`src/rtl/pio_sm_array.sv`:
```
// Purpose: N-channel PIO execution core (JMP/SET subset) sharing one writable instruction memory.
// Latency: one instruction per enabled, non-stalled SM per cycle; results visible after the next rising edge.
// Backpressure: none; sm_en=0 freezes an SM in place, a delay countdown stalls it for D cycles.
//
// Ports:
//   clk, rst            - sole clock, synchronous active-high reset
//   imem_we/waddr/wdata - host write port into the shared instruction memory
//   sm_en, sm_restart   - per-SM run enable and synchronous restart (restart wins)
//   wrap_bottom/top     - per-SM wrap window, SM i at [i*ADDR_W +: ADDR_W]
//   pc, x, y, stalled   - per-SM registered state, same packing
module pio_sm_array #(
   parameter int  NUM_SM     = 4,
   parameter int  IMEM_DEPTH = 32,
   localparam int ADDR_W     = $clog2(IMEM_DEPTH)
) (
   input  logic                     clk,
   input  logic                     rst,
   input  logic [15:0]              imem_wdata,
   input  logic [ADDR_W-1:0]        imem_waddr,
   input  logic                     imem_we,
   input  logic [NUM_SM-1:0]        sm_en,
   input  logic [NUM_SM-1:0]        sm_restart,
   input  logic [NUM_SM*ADDR_W-1:0] wrap_bottom,
   input  logic [NUM_SM*ADDR_W-1:0] wrap_top,
   output logic [NUM_SM*ADDR_W-1:0] pc,
   output logic [NUM_SM*32-1:0]     x,
   output logic [NUM_SM*32-1:0]     y,
   output logic [NUM_SM-1:0]        stalled
);

   localparam logic [2:0] OP_JMP = 3'b000;
   localparam logic [2:0] OP_SET = 3'b111;

   // Shared instruction memory; every SM reads it combinationally, so a word
   // written at an edge is only seen by fetches in the following cycles.
   logic [15:0] imem [IMEM_DEPTH];

   always_ff @(posedge clk) begin
      if (rst) begin
         for (int i = 0; i < IMEM_DEPTH; i++) imem[i] <= '0;
      end else if (imem_we) begin
         imem[imem_waddr] <= imem_wdata;
      end
   end

   for (genvar g = 0; g < NUM_SM; g++) begin : g_sm
      logic [ADDR_W-1:0] pc_q, pc_d, pend_q, pend_d, npc;
      logic [ADDR_W-1:0] wb, wt, tgt;
      logic [31:0]       x_q, x_d, y_q, y_d;
      logic [4:0]        cnt_q, cnt_d;
      logic [15:0]       insn;
      logic [2:0]        op, cond;
      logic [4:0]        dly, data;
      logic              taken;

      assign wb   = wrap_bottom[g*ADDR_W +: ADDR_W];
      assign wt   = wrap_top[g*ADDR_W +: ADDR_W];
      assign insn = imem[pc_q];
      assign op   = insn[15:13];
      assign dly  = insn[12:8];
      assign cond = insn[7:5];
      assign data = insn[4:0];
      // Address bits above ADDR_W are dropped.
      assign tgt  = data[ADDR_W-1:0];

      // State register.
      always_ff @(posedge clk) begin
         if (rst) begin
            pc_q   <= '0;
            pend_q <= '0;
            x_q    <= '0;
            y_q    <= '0;
            cnt_q  <= '0;
         end else begin
            pc_q   <= pc_d;
            pend_q <= pend_d;
            x_q    <= x_d;
            y_q    <= y_d;
            cnt_q  <= cnt_d;
         end
      end

      // Next-state logic. With a non-zero delay the X/Y effects land
      // immediately, but the computed next PC is parked in pend_q and only
      // applied on the last stall cycle, so the PC visibly stays on the
      // delayed instruction for the whole countdown.
      always_comb begin
         pc_d   = pc_q;
         pend_d = pend_q;
         x_d    = x_q;
         y_d    = y_q;
         cnt_d  = cnt_q;
         taken  = 1'b0;
         npc    = pc_q;
         if (sm_restart[g]) begin
            pc_d  = wb;
            x_d   = '0;
            y_d   = '0;
            cnt_d = '0;
         end else if (sm_en[g]) begin
            if (cnt_q != 5'd0) begin
               cnt_d = cnt_q - 5'd1;
               if (cnt_q == 5'd1) pc_d = pend_q;
            end else begin
               if (op == OP_JMP) begin
                  case (cond)
                     3'b000: taken = 1'b1;
                     3'b001: taken = (x_q == 32'd0);
                     3'b010: begin
                        taken = (x_q != 32'd0);
                        x_d   = x_q - 32'd1;
                     end
                     3'b011: taken = (y_q == 32'd0);
                     3'b100: begin
                        taken = (y_q != 32'd0);
                        y_d   = y_q - 32'd1;
                     end
                     3'b101: taken = (x_q != y_q);
                     default: taken = 1'b0;
                  endcase
               end else if (op == OP_SET) begin
                  case (cond)
                     3'b001:  x_d = {27'd0, data};
                     3'b010:  y_d = {27'd0, data};
                     default: ;
                  endcase
               end
               // A taken jump beats the wrap; otherwise PC rolls over naturally
               // at IMEM_DEPTH-1 because IMEM_DEPTH is a power of two.
               if (taken)          npc = tgt;
               else if (pc_q == wt) npc = wb;
               else                npc = pc_q + ADDR_W'(1);
               if (dly == 5'd0) begin
                  pc_d = npc;
               end else begin
                  cnt_d  = dly;
                  pend_d = npc;
               end
            end
         end
      end

      // Outputs.
      assign pc[g*ADDR_W +: ADDR_W] = pc_q;
      assign x[g*32 +: 32]          = x_q;
      assign y[g*32 +: 32]          = y_q;
      assign stalled[g]             = (cnt_q != 5'd0);
   end

endmodule

```
`config.mk`:
```
export PLATFORM = sky130hd
export DESIGN_NAME = pio_sm_array
export DESIGN_NICKNAME = d
export VERILOG_FILES = /design/src/rtl/pio_sm_array.sv
export SDC_FILE = /design/constraint.sdc
export NUM_CORES = 2
export LEC_CHECK = 0
export ABC_AREA = 0
export CAP_MARGIN = 20
export CORE_UTILIZATION = 45
export CTS_CLUSTER_SIZE = 24
export DETAILED_ROUTE_END_ITERATION = 10
export PLACE_DENSITY = 0.63
export RECOVER_POWER = 50
export SLEW_MARGIN = 15
export SYNTH_ARGS = -nofsm -noshare
export SYNTH_HDL_FRONTEND = slang
export SYNTH_SLANG_ARGS = --single-unit
```
`constraint.sdc`:
```
create_clock -name clk -period 7.9 [get_ports clk]
set_input_delay 1.185 -clock clk [delete_from_list [all_inputs] [get_ports clk]]
set_output_delay 1.185 -clock clk [all_outputs]
set_load 0.01 [all_outputs]
```
### Yosys cells after proc, flatten, opt, wreduce, memory -nomap -nowiden

Memory sizes are Yosys's and may differ from the RTL's. A register that Yosys moved wholly into a read port is not among the register bits.
Index checks and enable logic that the tools add are counted.

| word-level totals | value |
|---|---|
| flip-flop bits (word level) | 316 |
| RAM bits | 512 |
| input port bits | 72 |
| output and inout port bits | 280 |
| logic and storage cells | 282 |
| memories | 1 |

| operators by class | value |
|---|---|
| add/subtract/negate cells | 16 |
| eq/ne operators | 52 |
| muxes and demuxes | 104 |
| bitwise operators | 12 |
| reductions and logical operators | 77 |

Memory list:

| name | words | width | rd ports | clocked after Yosys merged registers in | wr ports | line | source |
|---|---|---|---|---|---|---|---|
| imem | 32 | 16 | 4 | 4 | 32 | 36 | `logic [15:0] imem [IMEM_DEPTH];` |

Operators by type and width:

| kind | count |
|---|---|
| $mux W32 | 32 |
| $logic_not A32 Y1 | 8 |
| $reduce_bool A32 Y1 | 8 |
| $sub A32 B1 Y32 const B | 8 |
| $mux W5 | 45 |
| $ne A32 B32 Y1 | 4 |
| $reduce_and A5 Y1 | 8 |
| $eq A3 B3 Y1 const B | 12 |
| $reduce_bool A2 Y1 | 16 |
| $eq A3 B2 Y1 const B | 8 |
| $logic_not A3 Y1 | 8 |
| $pmux W1 S6 | 4 |
| $mux W1 | 22 |
| $add A5 B1 Y5 const B | 4 |
| $eq A5 B1 Y1 const B | 4 |
| $eq A5 B5 Y1 | 4 |
| $logic_not A5 Y1 | 4 |
| $reduce_bool A5 Y1 | 4 |
| $sub A5 B1 Y5 const B | 4 |
| $mux W16 | 1 |
| $ne A2 B1 Y1 const B | 8 |
| $reduce_and A4 Y1 | 4 |
| $reduce_or A16 Y1 | 1 |
| $eq A3 B1 Y1 const B | 4 |
| other kinds (7) | 36 |

### Depth between registers and ports, before layout

| depth | value |
|---|---|
| depth in word-level cells | 13 |
| mapped depth | 17 |
| mapped depth without buffers | 11 |

### Worst setup path before layout

Ideal clock, no wire load.

| path | value |
|---|---|
| path type | flip-flop to flip-flop |
| start point | reg (tool-made name) |
| end point | reg (tool-made name) |
| library setup time | 0.090 ns |
| arrival | 4.017 ns |
| data required time | 7.810 ns |
| path slack | 3.792 ns |
| stages on the path, launching flop included | 14 |
| buffers on the path | 5 |
| period minus slack after synthesis | 4.108 ns |
| path through | dfxtp_1 buf_2 buf_2 buf_1 buf_2 buf_1 mux4_2 a22oi_1 nand4_1 nor2_1 a31oi_1 nor3_1 nand3_1 o221ai_1 |

==> metrics.txt <==
Port Buffer Count=351; post-synth top area share=28.0%; R2R Path End=g_sm[2].x_q[30]; Ys Warns=0; DRC errors left=0; die area=0.123 mm²; # placed instances=6,596; NumNets Final=5,184; fmax=0.142 GHz; LEAKAGE=22.1 nW; post-cts sizing count=0; main combinational cell family by area after synthesis=multiplexers; CORE AREA=0.120 mm²; Initial Util=45.6%; outcome=complete, but fails checks; cell count of the worst reg-to-reg path=10; post-route non-filler standard cell count=6,798; pwr dens=197 mW/mm²; Adder-Cell Fraction of Synth Area=0.456%; setup bufs post-CTS=0; Worst slew margin=-228%; RSZ-0062 raised after global routing=no; Worst-Skew Late Latency=0.71 ns; r2r setup slk=2.35 ns; vias in the first global route=43,000; vias=46,100; register area share after synthesis=40.2%; top sig layer=met5; Worst Skew=0.0375 ns; DRT Pass-1 Iters=6; multiplexer share of the synthesized area=24.6%; FP Rows=127; DIE WIDTH=351 µm; Hold Vio Cnt, Final=0; wire length on met1=83,300 µm; H-tree depth=3; Hold Path Sink=g_sm[3].pend_q[3]; IO Count=352; top-count cell post-synth=and2_1; Clk pin slew, worst setup/hold paths=0.06 ns; layout cells sized above 1=16.8%; Post-synth top flop=edfxtp_1; Initial DRC Count=6,617; number of synthesized flops with an enable pin=512; Layout area overhead=15.8%; area leader, netlist=edfxtp_1; Post-Synthesis Net Count=5,003; antenna-violating nets left=0; initial antenna violation count=29; register area=0.0221 mm²; average size of a mapped cell=11.2 µm²; Simple-Gate Fraction of Synth Area=18.2%; Max Root-Sink Buffers=3; GPL Wtd Cong=1.04; Hold Crit Start=g_sm[3].pend_q[3]; hpwl dp=150,000 µm; Final Max Tran Viols=343; Die Ht=351 µm; startpoint class of the critical path=input port; met2 wire len=92,300 µm; Routed WL per cell=32.1 µm; Worst Tran Pin Value=4.87 ns; DR WL met3=29,900 µm; post-synthesis cell count=4,911; pin count of the biggest net entering global routing=131; FF+latch count, synth=848; VDD IR max=0.000184 V; first-pass GRT wire length=309,000 µm; hold_buf cts=0; period utilisation layout=89.4%; setup_tns=0 ns; asr flop ratio synth=0%; Critical Path RT=7.48 ns; max cap viols=20; WP data arrival=6.64 ns; GR Overflow Total=0; # setup viols final=0; Hold WC Path Type=reg -> reg; Cell variety after synth=84; Num CTS Buffers=97; synthesized area=0.0549 mm²; Fill cells=10,600; fin crit period=7.06 ns; multi-input logic area=0.0314 mm²; xor and xnor fraction of the mapped netlist area=3.52%; CTS tree=built; Total GRT Usage=34.7%; top cells by area, synth=edfxtp_1, mux4_2, dfxtp_1; Via density=6.78; post-synthesis compound-gate area fraction=9.69%; final wirelength=218,000 µm; violated checks=capacitance limit, slew limit; kind of end point of the critical path=register; clock sink count=848; clk root buf=clkbuf_16; Setup CP Type=in -> reg; WHS Path Cells=2; top cells by count, synth=and2_1, edfxtp_1, mux4_2, mux2i_1, dfxtp_1; CP Max Fanout=25
[cells in the final DEF (no fill, tap or decap), types with 17 or more instances in the layout]
cell type        netlist  routed
a21oi_1              235     235
a22oi_1              152     152
and2_0                 2     197
and2_1               533     338
and3_1                17      17
buf_4                  9      73
clkbuf_1             262      49
clkbuf_16              0     102
clkdlybuf4s50_1        0      84
dfxtp_1              336     320
dlygate4sd3_1          0     263
edfxtp_1             512     512
ha_1                  20      20
inv_1                 56      56
mux2_2                26      26
mux2i_1              363     363
mux4_2               424     424
nand2_1              172     172
nand2b_1              35      35
nand3_1              113     113
nand3b_1              23      23
nand4_1               82      82
nor2_1               243     231
nor2b_1               37      33
nor3_1                62      61
nor4_1                62      61
o211ai_1              20      20
o21ai_0              168     141
o21ai_4                0      23
o22ai_1               21      21
o31ai_1               78      78
o41ai_1               33      32
or2_2                 45      45
or3_1                129     129
or3b_2                21      21
or4_1                108     108
xnor2_1               95      95
xor2_1               126     126
[cell type report]
class,instances,area share [%]
multi-input cells,3618,49.4
flip-flops and latches,848,34.8
repair buffers,466,6.93
clock buffers,144,4.52
well taps,1612,3.17
clock inverters,36,0.720
inverters,61,0.360
diodes,13,0.0512
[report_power, final]
part	internal, mW	switching [mW]
clock	2.84	1.97
sequential	4.89	0.318
combinational	1.01	1.52
[worst max-delay path: stages]
cell and delay (ns):
clkbuf_1 0.13, inv_1 0.30, clkbuf_1 1.75, o21ai_0 3.23
[logic make-up after synthesis]
family	Yosys count
buf+inv	445
xor+xnor	221
flops	848
simple gates	1738
compound gates	822
mux	817
fa+ha+maj	20
[routing by layer]
metal,GRT usage (%),vias to the layer above
li1,-,19400
met1,46.3,22800
met2,49.6,3216
met3,12.2,618
met4,17.6,12
met5,0,-
[stage by stage]
step	total power [mW]	area [µm²]	setup slack [ns]	utilization (%)	hold WS, ns
floorplan	6.74	54900	3.79	-	0.425
global placement	7.69	60300	2.33	50.0	0.436
global route	12.8	63600	1.20	52.8	0.503
CTS	12.5	63700	2.45	52.9	0.465
detailed placement	7.72	60400	2.47	50.1	0.449
finish	12.5	63600	0.838	52.8	0.461
[worst max-delay path by stage]
stage               startpoint         endpoint  slack [ns]  depth (start not counted)
finish                     rst      imem[0][10]        0.84                          4
global route               rst      imem[0][10]        1.20                          4
CTS                   register  g_sm[3].x_q[17]        2.45                         11
detailed placement    register  g_sm[3].x_q[17]        2.47                         11
global placement      register  g_sm[2].x_q[30]        2.33                         10
floorplan             register         register        3.79                         13
[state kept, by name, indices dropped and copies added, names as in the netlist, named ones only]
| signal | flops |
|---|---|
| g_sm.cnt_q | 20 |
| g_sm.x_q | 128 |
| imem | 512 |
| g_sm.y_q | 128 |
| g_sm.pend_q | 20 |
| g_sm.pc_q | 20 |
(Power assumes the default switching activity.)
